<file path="src/rtl/eco32f_wb.sv">
// eco32f_wb: write-back stage with exception capture and pipeline flush sequencing
module eco32f_wb #(
    parameter int FLUSH_CYCLES = 2
) (
    input  logic        clk,
    input  logic        rst,
    input  logic        mem_stall,
    input  logic        mem_valid,
    input  logic        mem_op_load,
    input  logic        mem_rf_we,
    input  logic [4:0]  mem_rf_dst,
    input  logic [31:0] mem_alu_result,
    input  logic [31:0] mem_lsu_result,
    input  logic [31:0] mem_lsu_addr,
    input  logic [31:0] mem_pc,
    input  logic        mem_exc_dtlb_umiss,
    input  logic        mem_exc_dtlb_kmiss,
    input  logic        mem_exc_dtlb_invalid,
    input  logic        mem_exc_dtlb_write,
    input  logic        mem_exc_bus,
    output logic        wb_rf_we,
    output logic [4:0]  wb_rf_dst,
    output logic [31:0] wb_rf_result,
    output logic        wb_exc,
    output logic [4:0]  wb_exc_code,
    output logic        wb_exc_umiss,
    output logic [31:0] wb_exc_pc,
    output logic [31:0] wb_bad_addr,
    output logic        pipeline_flush
);
    typedef enum logic {RUN, FLUSH} state_t;
    state_t state;
    logic [2:0] cnt;
    logic retire, exc_any, is_umiss;
    logic [4:0] code;
    // an instruction retires only when the slot is real, not stalled and not being flushed
    assign retire   = !mem_stall && mem_valid && !pipeline_flush;
    assign exc_any  = mem_exc_bus || mem_exc_dtlb_kmiss || mem_exc_dtlb_umiss || mem_exc_dtlb_write || mem_exc_dtlb_invalid;
    assign is_umiss = mem_exc_dtlb_umiss && !mem_exc_bus && !mem_exc_dtlb_kmiss;
    // exception priority: bus > kernel miss > user miss > write > invalid
    always_comb code = mem_exc_bus ? 5'd16 : (mem_exc_dtlb_kmiss || mem_exc_dtlb_umiss) ? 5'd21 : mem_exc_dtlb_write ? 5'd22 : 5'd23;
    // stage register, exception capture and flush sequencer
    always_ff @(posedge clk) begin
        if (rst) begin
            state          <= RUN;
            cnt            <= '0;
            wb_rf_we       <= 1'b0;
            wb_rf_dst      <= '0;
            wb_rf_result   <= '0;
            wb_exc         <= 1'b0;
            wb_exc_code    <= '0;
            wb_exc_umiss   <= 1'b0;
            wb_exc_pc      <= '0;
            wb_bad_addr    <= '0;
            pipeline_flush <= 1'b0;
        end else begin
            wb_rf_we <= retire && !exc_any && mem_rf_we && mem_rf_dst != 5'd0;
            wb_exc   <= retire && exc_any;
            if (retire && !exc_any) begin
                wb_rf_dst    <= mem_rf_dst;
                wb_rf_result <= mem_op_load ? mem_lsu_result : mem_alu_result;
            end
            if (retire && exc_any) begin
                wb_exc_code  <= code;
                wb_exc_umiss <= is_umiss;
                wb_exc_pc    <= mem_pc;
                wb_bad_addr  <= mem_lsu_addr;
            end
            case (state)
                RUN: if (retire && exc_any) begin
                    state          <= FLUSH;
                    cnt            <= 3'(FLUSH_CYCLES - 1);
                    pipeline_flush <= 1'b1;
                end
                FLUSH: if (cnt == 3'd0) begin
                    state          <= RUN;
                    pipeline_flush <= 1'b0;
                end else begin
                    cnt <= cnt - 3'd1;
                end
                default: state <= RUN;
            endcase
        end
    end
endmodule

</file>
<file path="config.mk">
export PLATFORM = sky130hd
export DESIGN_NAME = eco32f_wb
export DESIGN_NICKNAME = d
export VERILOG_FILES = /design/src/rtl/eco32f_wb.sv
export SDC_FILE = /design/constraint.sdc
export NUM_CORES = 1
export LEC_CHECK = 0
export ABC_AREA = 0
export CORE_MARGIN = 2
export CORE_UTILIZATION = 40
export CTS_CLUSTER_SIZE = 10
export DETAILED_ROUTE_END_ITERATION = 6
export GPL_TIMING_DRIVEN = 0
export HOLD_SLACK_MARGIN = 0.06
export PLACE_DENSITY = 0.81
export SLEW_MARGIN = 25
export SYNTH_ARGS = -nofsm -noshare
export SYNTH_HDL_FRONTEND = slang
export SYNTH_SLANG_ARGS = --single-unit
</file>
<file path="constraint.sdc">
create_clock -name clk -period 2.2 [get_ports clk]
set_input_delay 0.55 -clock clk [delete_from_list [all_inputs] [get_ports clk]]
set_output_delay 0.55 -clock clk [all_outputs]
set_load 0.03 [all_outputs]
</file>
==> impl_metrics.prom, run 1 <==
# TYPE chip_impl_metric gauge
chip_impl_metric{name="syn2layout_area_growth",unit="%"} 68.3
chip_impl_metric{name="wire_length_of_the_first_global_routing_pass",unit="um"} 24200
chip_impl_metric{name="antennaDiodeCount",unit=""} 0
chip_impl_info{name="yosysMostFrequentCell",value="nand2_1"} 1
chip_impl_metric{name="drv_slew",unit=""} 0
chip_impl_metric{name="core_area",unit="mm^2"} 0.0119
chip_impl_metric{name="max_slew_margin",unit=""} 0.627
chip_impl_metric{name="finalWeightedCongestion",unit=""} 0.862
chip_impl_metric{name="std_cell_rows",unit=""} 40
chip_impl_metric{name="gr-usage-all-layers",unit=""} 0.239
chip_impl_metric{name="cp_num_buf_inv",unit=""} 1
chip_impl_metric{name="clkLatencyLatePin",unit="ns"} 0.40
chip_impl_metric{name="grt_antenna_before_repair",unit=""} 0
chip_impl_info{name="hold-path-endpoint",value="wb_exc_pc[31]"} 1
chip_impl_metric{name="clockBufferDepth",unit=""} 2
chip_impl_metric{name="cts_max_level",unit=""} 4
chip_impl_metric{name="final.period_utilization",unit=""} 0.935
chip_impl_metric{name="synth-async-reset-ratio",unit=""} 0
chip_impl_info{name="worst_hold_path_type",value="reg2reg"} 1
chip_impl_metric{name="post-layout-total-power",unit="mW"} 5.86
chip_impl_info{name="yosys-top-cells-area",value="dfxtp_1, mux2i_1, nand2_1, a211oi_1, a31oi_1"} 1
chip_impl_metric{name="clk_pin_slew",unit="ns"} 0.05
chip_impl_metric{name="timing.setup.tns",unit="ns"} 0
chip_impl_metric{name="port_buffers",unit=""} 250
chip_impl_info{name="timing.hold.worst.start",value="wb_exc_pc[31]"} 1
chip_impl_metric{name="synth.cell_area",unit="mm^2"} 0.00481
chip_impl_metric{name="max_stage_delay",unit="ns"} 0.72
chip_impl_metric{name="post_place_setup_slack",unit="ns"} -0.326
chip_impl_info{name="cells_along_the_critical_path",value="clkdlybuf4s50_1"} 1
chip_impl_metric{name="worst-slew-pin-transition",unit="ns"} 0.559
chip_impl_metric{name="height_of_the_die",unit="um"} 114
chip_impl_info{name="run_status",value="completed"} 1
chip_impl_info{name="critical_path_source_type",value="flip-flop"} 1
chip_impl_metric{name="ant_nets",unit=""} 0
chip_impl_info{name="rr_endpoint",value="wb_exc_pc[18]"} 1
chip_impl_metric{name="seqCellArea",unit="mm^2"} 0.00226
chip_impl_metric{name="layout-drive-gt1-share",unit=""} 0.0719
chip_impl_metric{name="synth_top_cell_area_share",unit=""} 0.470
chip_impl_metric{name="route.final.wire_length",unit="um"} 15700
chip_impl_metric{name="drt_iter0_markers",unit=""} 227
chip_impl_metric{name="hpwlAfterDp",unit="um"} 12000
chip_impl_metric{name="cts_sinks",unit=""} 113
chip_impl_metric{name="seq_area_frac_synth",unit=""} 0.470
chip_impl_info{name="yosys-top-cells-count",value="nand2_1, dfxtp_1, mux2i_1"} 1
chip_impl_info{name="grt_setup_unrepaired",value="false"} 1
chip_impl_info{name="critPathCaptureType",value="primary output"} 1
chip_impl_metric{name="drcViolationCount",unit=""} 0
chip_impl_metric{name="total_nets_final",unit=""} 928
chip_impl_metric{name="globalRouteOverflowTotal",unit=""} 0
chip_impl_metric{name="max_freq",unit="MHz"} 486
chip_impl_metric{name="arrival",unit="ns"} 1.51
chip_impl_metric{name="floorplan.io_pins",unit=""} 254
chip_impl_metric{name="synth-edff-count",unit=""} 0
chip_impl_metric{name="power.density",unit="mW/mm^2"} 723
chip_impl_metric{name="floorplan.initialDensity",unit=""} 0.406
chip_impl_info{name="worst_path_max_delay_cell",value="clkdlybuf4s50_1"} 1
chip_impl_metric{name="num_vias",unit=""} 4830
chip_impl_metric{name="routedWlPerCell",unit="um"} 16.7
chip_impl_metric{name="clock-skew-final",unit="ns"} 0.00456
chip_impl_metric{name="grt_max_degree",unit=""} 17
chip_impl_metric{name="count_of_cells_along_the_worst_register_to_register_path",unit=""} 6
chip_impl_metric{name="finalHoldViolations",unit=""} 0
chip_impl_metric{name="setup_viol",unit=""} 0
chip_impl_metric{name="synthesis.nets",unit=""} 659
chip_impl_metric{name="post-route-worst-setup-slack",unit="ns"} 0.143
chip_impl_metric{name="synth.yosys.warnings",unit=""} 0
chip_impl_info{name="yosys.area.top_type",value="dfxtp_1"} 1
chip_impl_metric{name="num-fill-cells",unit=""} 956
chip_impl_metric{name="numPlacedInstances",unit=""} 910
chip_impl_metric{name="post_synthesis_mean_instance_area",unit="um^2"} 9.38
chip_impl_metric{name="numCtsBuffers",unit=""} 17
chip_impl_metric{name="cap_viol_max_count",unit=""} 0
chip_impl_metric{name="crit_fanout",unit=""} 4
chip_impl_metric{name="synth_seq_cells",unit=""} 113
chip_impl_metric{name="synthesized_instance_count",unit=""} 513
chip_impl_metric{name="leakage",unit="nW"} 3.09
chip_impl_metric{name="multi_input_comb_area",unit="mm^2"} 0.00229
chip_impl_info{name="synth-main-ff-cell",value="dfxtp_1"} 1
chip_impl_info{name="worstSetupPathType",value="reg2out"} 1
chip_impl_metric{name="library_cells_used_by_synthesis",unit=""} 36
chip_impl_metric{name="finish.utilization",unit=""} 0.683
chip_impl_metric{name="vias_in_the_first_global_route",unit=""} 4916
chip_impl_metric{name="vias_per_cell",unit=""} 5.14
chip_impl_info{name="worst_r2r_startpoint",value="pipeline_flush"} 1
chip_impl_metric{name="first_pass_iters",unit=""} 5
chip_impl_metric{name="instances_no_fill",unit=""} 940
chip_impl_info{name="cts.root.buffer_cell",value="clkbuf_16"} 1
chip_impl_metric{name="hold_path_depth",unit=""} 2
chip_impl_metric{name="cp.required",unit="ns"} 1.65
chip_impl_info{name="tritoncts",value="yes"} 1
chip_impl_metric{name="peakVddDrop",unit="mV"} 0.371
chip_impl_info{name="worst_path_dominant_cell_family",value="buffers and inverters"} 1
chip_impl_metric{name="r2r_setup_slack",unit="ns"} 0.46
chip_impl_metric{name="period_needed",unit="ns"} 2.06
chip_impl_metric{name="die_x",unit="um"} 114
chip_impl_metric{name="die_area",unit="mm^2"} 0.0129
==> layout by cell type, fill, tap and decap left out, drive strengths merged <==
master         count
conb               1
nor2               7
a311oi             5
bufinv             2
nand2            133
or4                1
a21o               1
nand4              1
nor4               1
buf               18
clkbuf            57
o21ai              1
a211oi            34
a32o               1
a31o               6
and3               2
or3b               1
clkinv             3
inv                8
o2111a             1
nor3               2
mux2i             99
o211a              2
clkdlybuf4s50    250
nor4b              1
nand3b             1
o21a               1
nor3b              1
a211o              1
dfxtp            113
ha                 2
a21oi              2
a31oi             32
nand2b             2
==> worst max-delay path by stage <==
stage / start / endpoint / slack [ns] / cells past startpoint
4_1_cts: mem_exc_bus / wb_rf_result[24] / 0.08 / 6
2_1_floorplan: mem_stall / wb_exc_pc[12] / 0.50 / 6
6_report: pipeline_flush / pipeline_flush / 0.14 / 1
3_5_place_dp: mem_exc_bus / wb_rf_result[30] / -0.33 / 6
3_3_place_gp: mem_exc_bus / wb_rf_result[22] / -0.31 / 6
5_1_grt: mem_exc_bus / wb_rf_result[0] / 0.08 / 5
==> metal layers <==
metal / wire length [um] / part of all wire / GRT usage
met3: 1460 / 0.093 / 0.0925
met2: 7820 / 0.50 / 0.422
met4: 414 / 0.026 / 0.0976
met1: 5980 / 0.38 / 0.255
met5: 0 / 0 / 0
==> cell families after synthesis <==
group / synth area share
other: 0.000779
buffers and inverters: 0.0569
AO/OA/AOI/OAI: 0.131
adder cells (fa/ha/maj): 0.00520
AND/OR/NAND/NOR: 0.130
multiplexers: 0.206
flip-flops: 0.470
==> stage by stage <==
step / hold WS, ns / instance area, um^2
4_1_cts: 0.456 / 8090
6_report: 0.455 / 8100
5_1_grt: 0.470 / 8100
3_3_place_gp: 0.441 / 7500
3_5_place_dp: 0.449 / 7500
2_1_floorplan: 0.491 / 4810
==> registers in the layout, summed over array words and instances (netlist names), 3 cells and up <==
register / count
cnt: 3
wb_rf_result: 32
wb_bad_addr: 32
wb_exc_code: 4
wb_rf_dst: 5
wb_exc_pc: 32
==> final cells by class <==
class,count,share of cell area
Timing Repair Buffer,250,0.309
Multi-Input combinational cell,342,0.282
Sequential cell,113,0.279
Clock buffer,25,0.0636
Buffer,50,0.0301
Tap cell,147,0.0227
Clock inverter,5,0.00927
Inverter,8,0.00371
==> report_power, final <==
group | switching, mW | leakage [nW] | internal, mW | total, mW
Sequential | 0.0446 | 0.919 | 2.13 | 2.18
Clock | 0.883 | 0.295 | 1.83 | 2.71
Combinational | 0.474 | 1.87 | 0.496 | 0.969
==> timing repair <==
action / in CTS / in global routing
gates resized for setup: 0 / 2
setup buffers: 0 / 0
hold buffers: 0 / 0
setup endpoints to repair: 0 / 19
endpoints found under the hold margin: 0 / 0
No activity file was read; power rests on OpenSTA's default activity.
==> inputs of run 2 (changes only) <==
- TNS_END_PERCENT: not set -> 20
==> results of run 2 <==
Same layout as run 1: the final DEF is identical, and so are final timing and power.
==> inputs of run 3 (changes only) <==
- RECOVER_POWER: not set -> 100
- SLEW_MARGIN: 25 -> not set
==> run 3 against run 2 <==
  * Critical path depth is the same
  * Non-clock buffer count is the same
  * Clock power is essentially flat
  * Via count grew 0.33%
  * Sequential power is essentially flat
  * Count of clock-buffer cells in the layout is the same
  * Final area shrank 0.12%
  * Sequential cell count is the same
  * Hold slack lost 0.0029 ns
  * Critical path type unchanged
  * Largest cell class unchanged
==> impl_metrics.prom, run 3 (synthesis results as in run 1) <==
# TYPE chip_impl_metric gauge
chip_impl_metric{name="cap_viol_max_count",unit=""} 0
chip_impl_metric{name="globalRouteOverflowTotal",unit=""} 0
chip_impl_metric{name="period_needed",unit="ns"} 2.10
chip_impl_info{name="worst_path_dominant_cell_family",value="buffers and inverters"} 1
chip_impl_metric{name="leakage",unit="nW"} 3.43
chip_impl_metric{name="floorplan.initialDensity",unit=""} 0.406
chip_impl_metric{name="layout-drive-gt1-share",unit=""} 0.0694
chip_impl_metric{name="hold_buffers",unit=""} 0
chip_impl_metric{name="finalHoldViolations",unit=""} 0
chip_impl_metric{name="cp.required",unit="ns"} 1.65
chip_impl_info{name="layout.cells.most_common_list",value="clkdlybuf4s50_1, nand2_1, dfxtp_1, dlygate4sd3_1, mux2i_1"} 1
chip_impl_info{name="worst_path_max_delay_cell",value="dlygate4sd3_1"} 1
chip_impl_metric{name="port_buffers",unit=""} 250
chip_impl_info{name="cts.root.buffer_cell",value="clkbuf_16"} 1
chip_impl_metric{name="floorplan.io_pins",unit=""} 254
chip_impl_metric{name="first_pass_iters",unit=""} 4
chip_impl_info{name="critPathCaptureType",value="primary output"} 1
chip_impl_metric{name="cts_sinks",unit=""} 113
chip_impl_metric{name="die_area",unit="mm^2"} 0.0129
chip_impl_metric{name="gr-usage-all-layers",unit=""} 0.239
chip_impl_metric{name="drt_iter0_markers",unit=""} 239
chip_impl_info{name="run_status",value="completed"} 1
chip_impl_metric{name="total_nets_final",unit=""} 928
chip_impl_metric{name="clkLatencyLatePin",unit="ns"} 0.40
chip_impl_metric{name="std_cell_rows",unit=""} 40
chip_impl_info{name="cells_along_the_critical_path",value="dlygate4sd3_1"} 1
chip_impl_metric{name="cp_num_buf_inv",unit=""} 1
chip_impl_metric{name="ant_nets",unit=""} 0
chip_impl_metric{name="grt_max_degree",unit=""} 17
chip_impl_metric{name="max_stage_delay",unit="ns"} 0.77
chip_impl_metric{name="post-route-worst-setup-slack",unit="ns"} 0.0979
chip_impl_info{name="worstSetupPathType",value="reg2out"} 1
chip_impl_metric{name="max_slew_margin",unit=""} 0.627
chip_impl_metric{name="drv_slew",unit=""} 0
chip_impl_metric{name="finish.utilization",unit=""} 0.682
chip_impl_info{name="grt_setup_unrepaired",value="false"} 1
chip_impl_metric{name="max_freq",unit="MHz"} 476
chip_impl_metric{name="numPlacedInstances",unit=""} 910
chip_impl_metric{name="instances_no_fill",unit=""} 940
chip_impl_metric{name="syn2layout_area_growth",unit="%"} 68.1
chip_impl_metric{name="hpwlAfterDp",unit="um"} 12000
chip_impl_metric{name="cts_max_level",unit=""} 4
chip_impl_metric{name="num-fill-cells",unit=""} 958
chip_impl_info{name="worst_hold_path_type",value="reg2reg"} 1
chip_impl_metric{name="core_area",unit="mm^2"} 0.0119
chip_impl_metric{name="post-layout-total-power",unit="mW"} 5.82
chip_impl_metric{name="clk_pin_slew",unit="ns"} 0.05
chip_impl_metric{name="route.final.wire_length",unit="um"} 15600
chip_impl_metric{name="setup_viol",unit=""} 0
chip_impl_metric{name="vias_per_cell",unit=""} 5.16
chip_impl_metric{name="routedWlPerCell",unit="um"} 16.6
chip_impl_info{name="layout.cells.most_common",value="clkdlybuf4s50_1"} 1
chip_impl_metric{name="finalWeightedCongestion",unit=""} 0.862
chip_impl_metric{name="antennaDiodeCount",unit=""} 0
chip_impl_metric{name="vias_in_the_first_global_route",unit=""} 4916
chip_impl_metric{name="clockBufferDepth",unit=""} 2
chip_impl_metric{name="drcViolationCount",unit=""} 0
chip_impl_metric{name="num_vias",unit=""} 4846
chip_impl_metric{name="numCtsBuffers",unit=""} 17
chip_impl_metric{name="final.period_utilization",unit=""} 0.956
chip_impl_metric{name="die_x",unit="um"} 114
chip_impl_info{name="tritoncts",value="yes"} 1
chip_impl_metric{name="wire_length_of_the_first_global_routing_pass",unit="um"} 24200
chip_impl_metric{name="peakVddDrop",unit="mV"} 0.370
chip_impl_metric{name="post_place_setup_slack",unit="ns"} -0.326
chip_impl_info{name="layout_top_registers",value="wb_bad_addr x32, wb_exc_pc x32, wb_rf_result x32"} 1
chip_impl_metric{name="power.density",unit="mW/mm^2"} 720
chip_impl_metric{name="height_of_the_die",unit="um"} 114
chip_impl_info{name="critical_path_source_type",value="flip-flop"} 1
chip_impl_metric{name="worst-slew-pin-transition",unit="ns"} 0.560
chip_impl_metric{name="grt_antenna_before_repair",unit=""} 0
chip_impl_metric{name="arrival",unit="ns"} 1.55
chip_impl_metric{name="crit_fanout",unit=""} 2
chip_impl_metric{name="clock-skew-final",unit="ns"} 0.00587
run 3: cell count changes in the layout (fill, tap and decap cells not counted), moves of 3 or more:
cell,previous run,this run
buf_2,9,5
buf_4,7,4
clkdlybuf4s50_1,250,141
clkbuf_2,0,7
dlygate4sd3_1,0,109
run 3: path summary, 6_finish.rpt:
check	startpoint	end	slack [ns]	cells past startpoint
worst max-delay path	wb_rf_dst[2]	wb_rf_dst[2]	0.1	1
worst min-delay path	wb_exc_pc[31]	wb_exc_pc[31]	0.45	2
worst max register to register	pipeline_flush	wb_exc_pc[9]	0.41	5
worst min register to register	wb_exc_pc[31]	wb_exc_pc[31]	0.45	2
run 3: repair_timing:
action | in CTS | in global routing
gates resized for setup | 0 | 2
endpoints found under the setup margin | 0 | 19
buffers inserted | 0 | 0
run 3: where the power goes:
group / switching (mW) / total, mW / internal (mW)
registers: 0.0410 / 2.17 / 2.13
logic: 0.473 / 0.939 / 0.466
clock network: 0.883 / 2.71 / 1.83
run 3: cell type report:
class                   count  area (um^2)  share of cell area
flip-flops and latches    113         2260               0.280
well taps                 147          184              0.0227
inverters                   8         30.0             0.00371
multi-input cells         342         2280               0.282
clock inverters             5         75.1             0.00928
clock buffers              25          515              0.0637
repair buffers            250         2500               0.309
plain buffers              50          236              0.0292
run 3: stage by stage:
stage	setup TNS, ns	hold slack (ns)	instance area [um^2]
2_1_floorplan	0	0.491	4810
3_3_place_gp	-21.10	0.441	7500
3_5_place_dp	-20.69	0.449	7500
4_1_cts	0	0.456	8090
5_1_grt	0	0.467	8090
6_report	0	0.452	8090
run 3: layer usage:
layer / wire, um / share of wire / track usage
met3: 1530 / 0.098 / 0.0925
met1: 5830 / 0.37 / 0.255
met5: 0 / 0 / 0
met4: 468 / 0.030 / 0.0976
met2: 7740 / 0.50 / 0.422
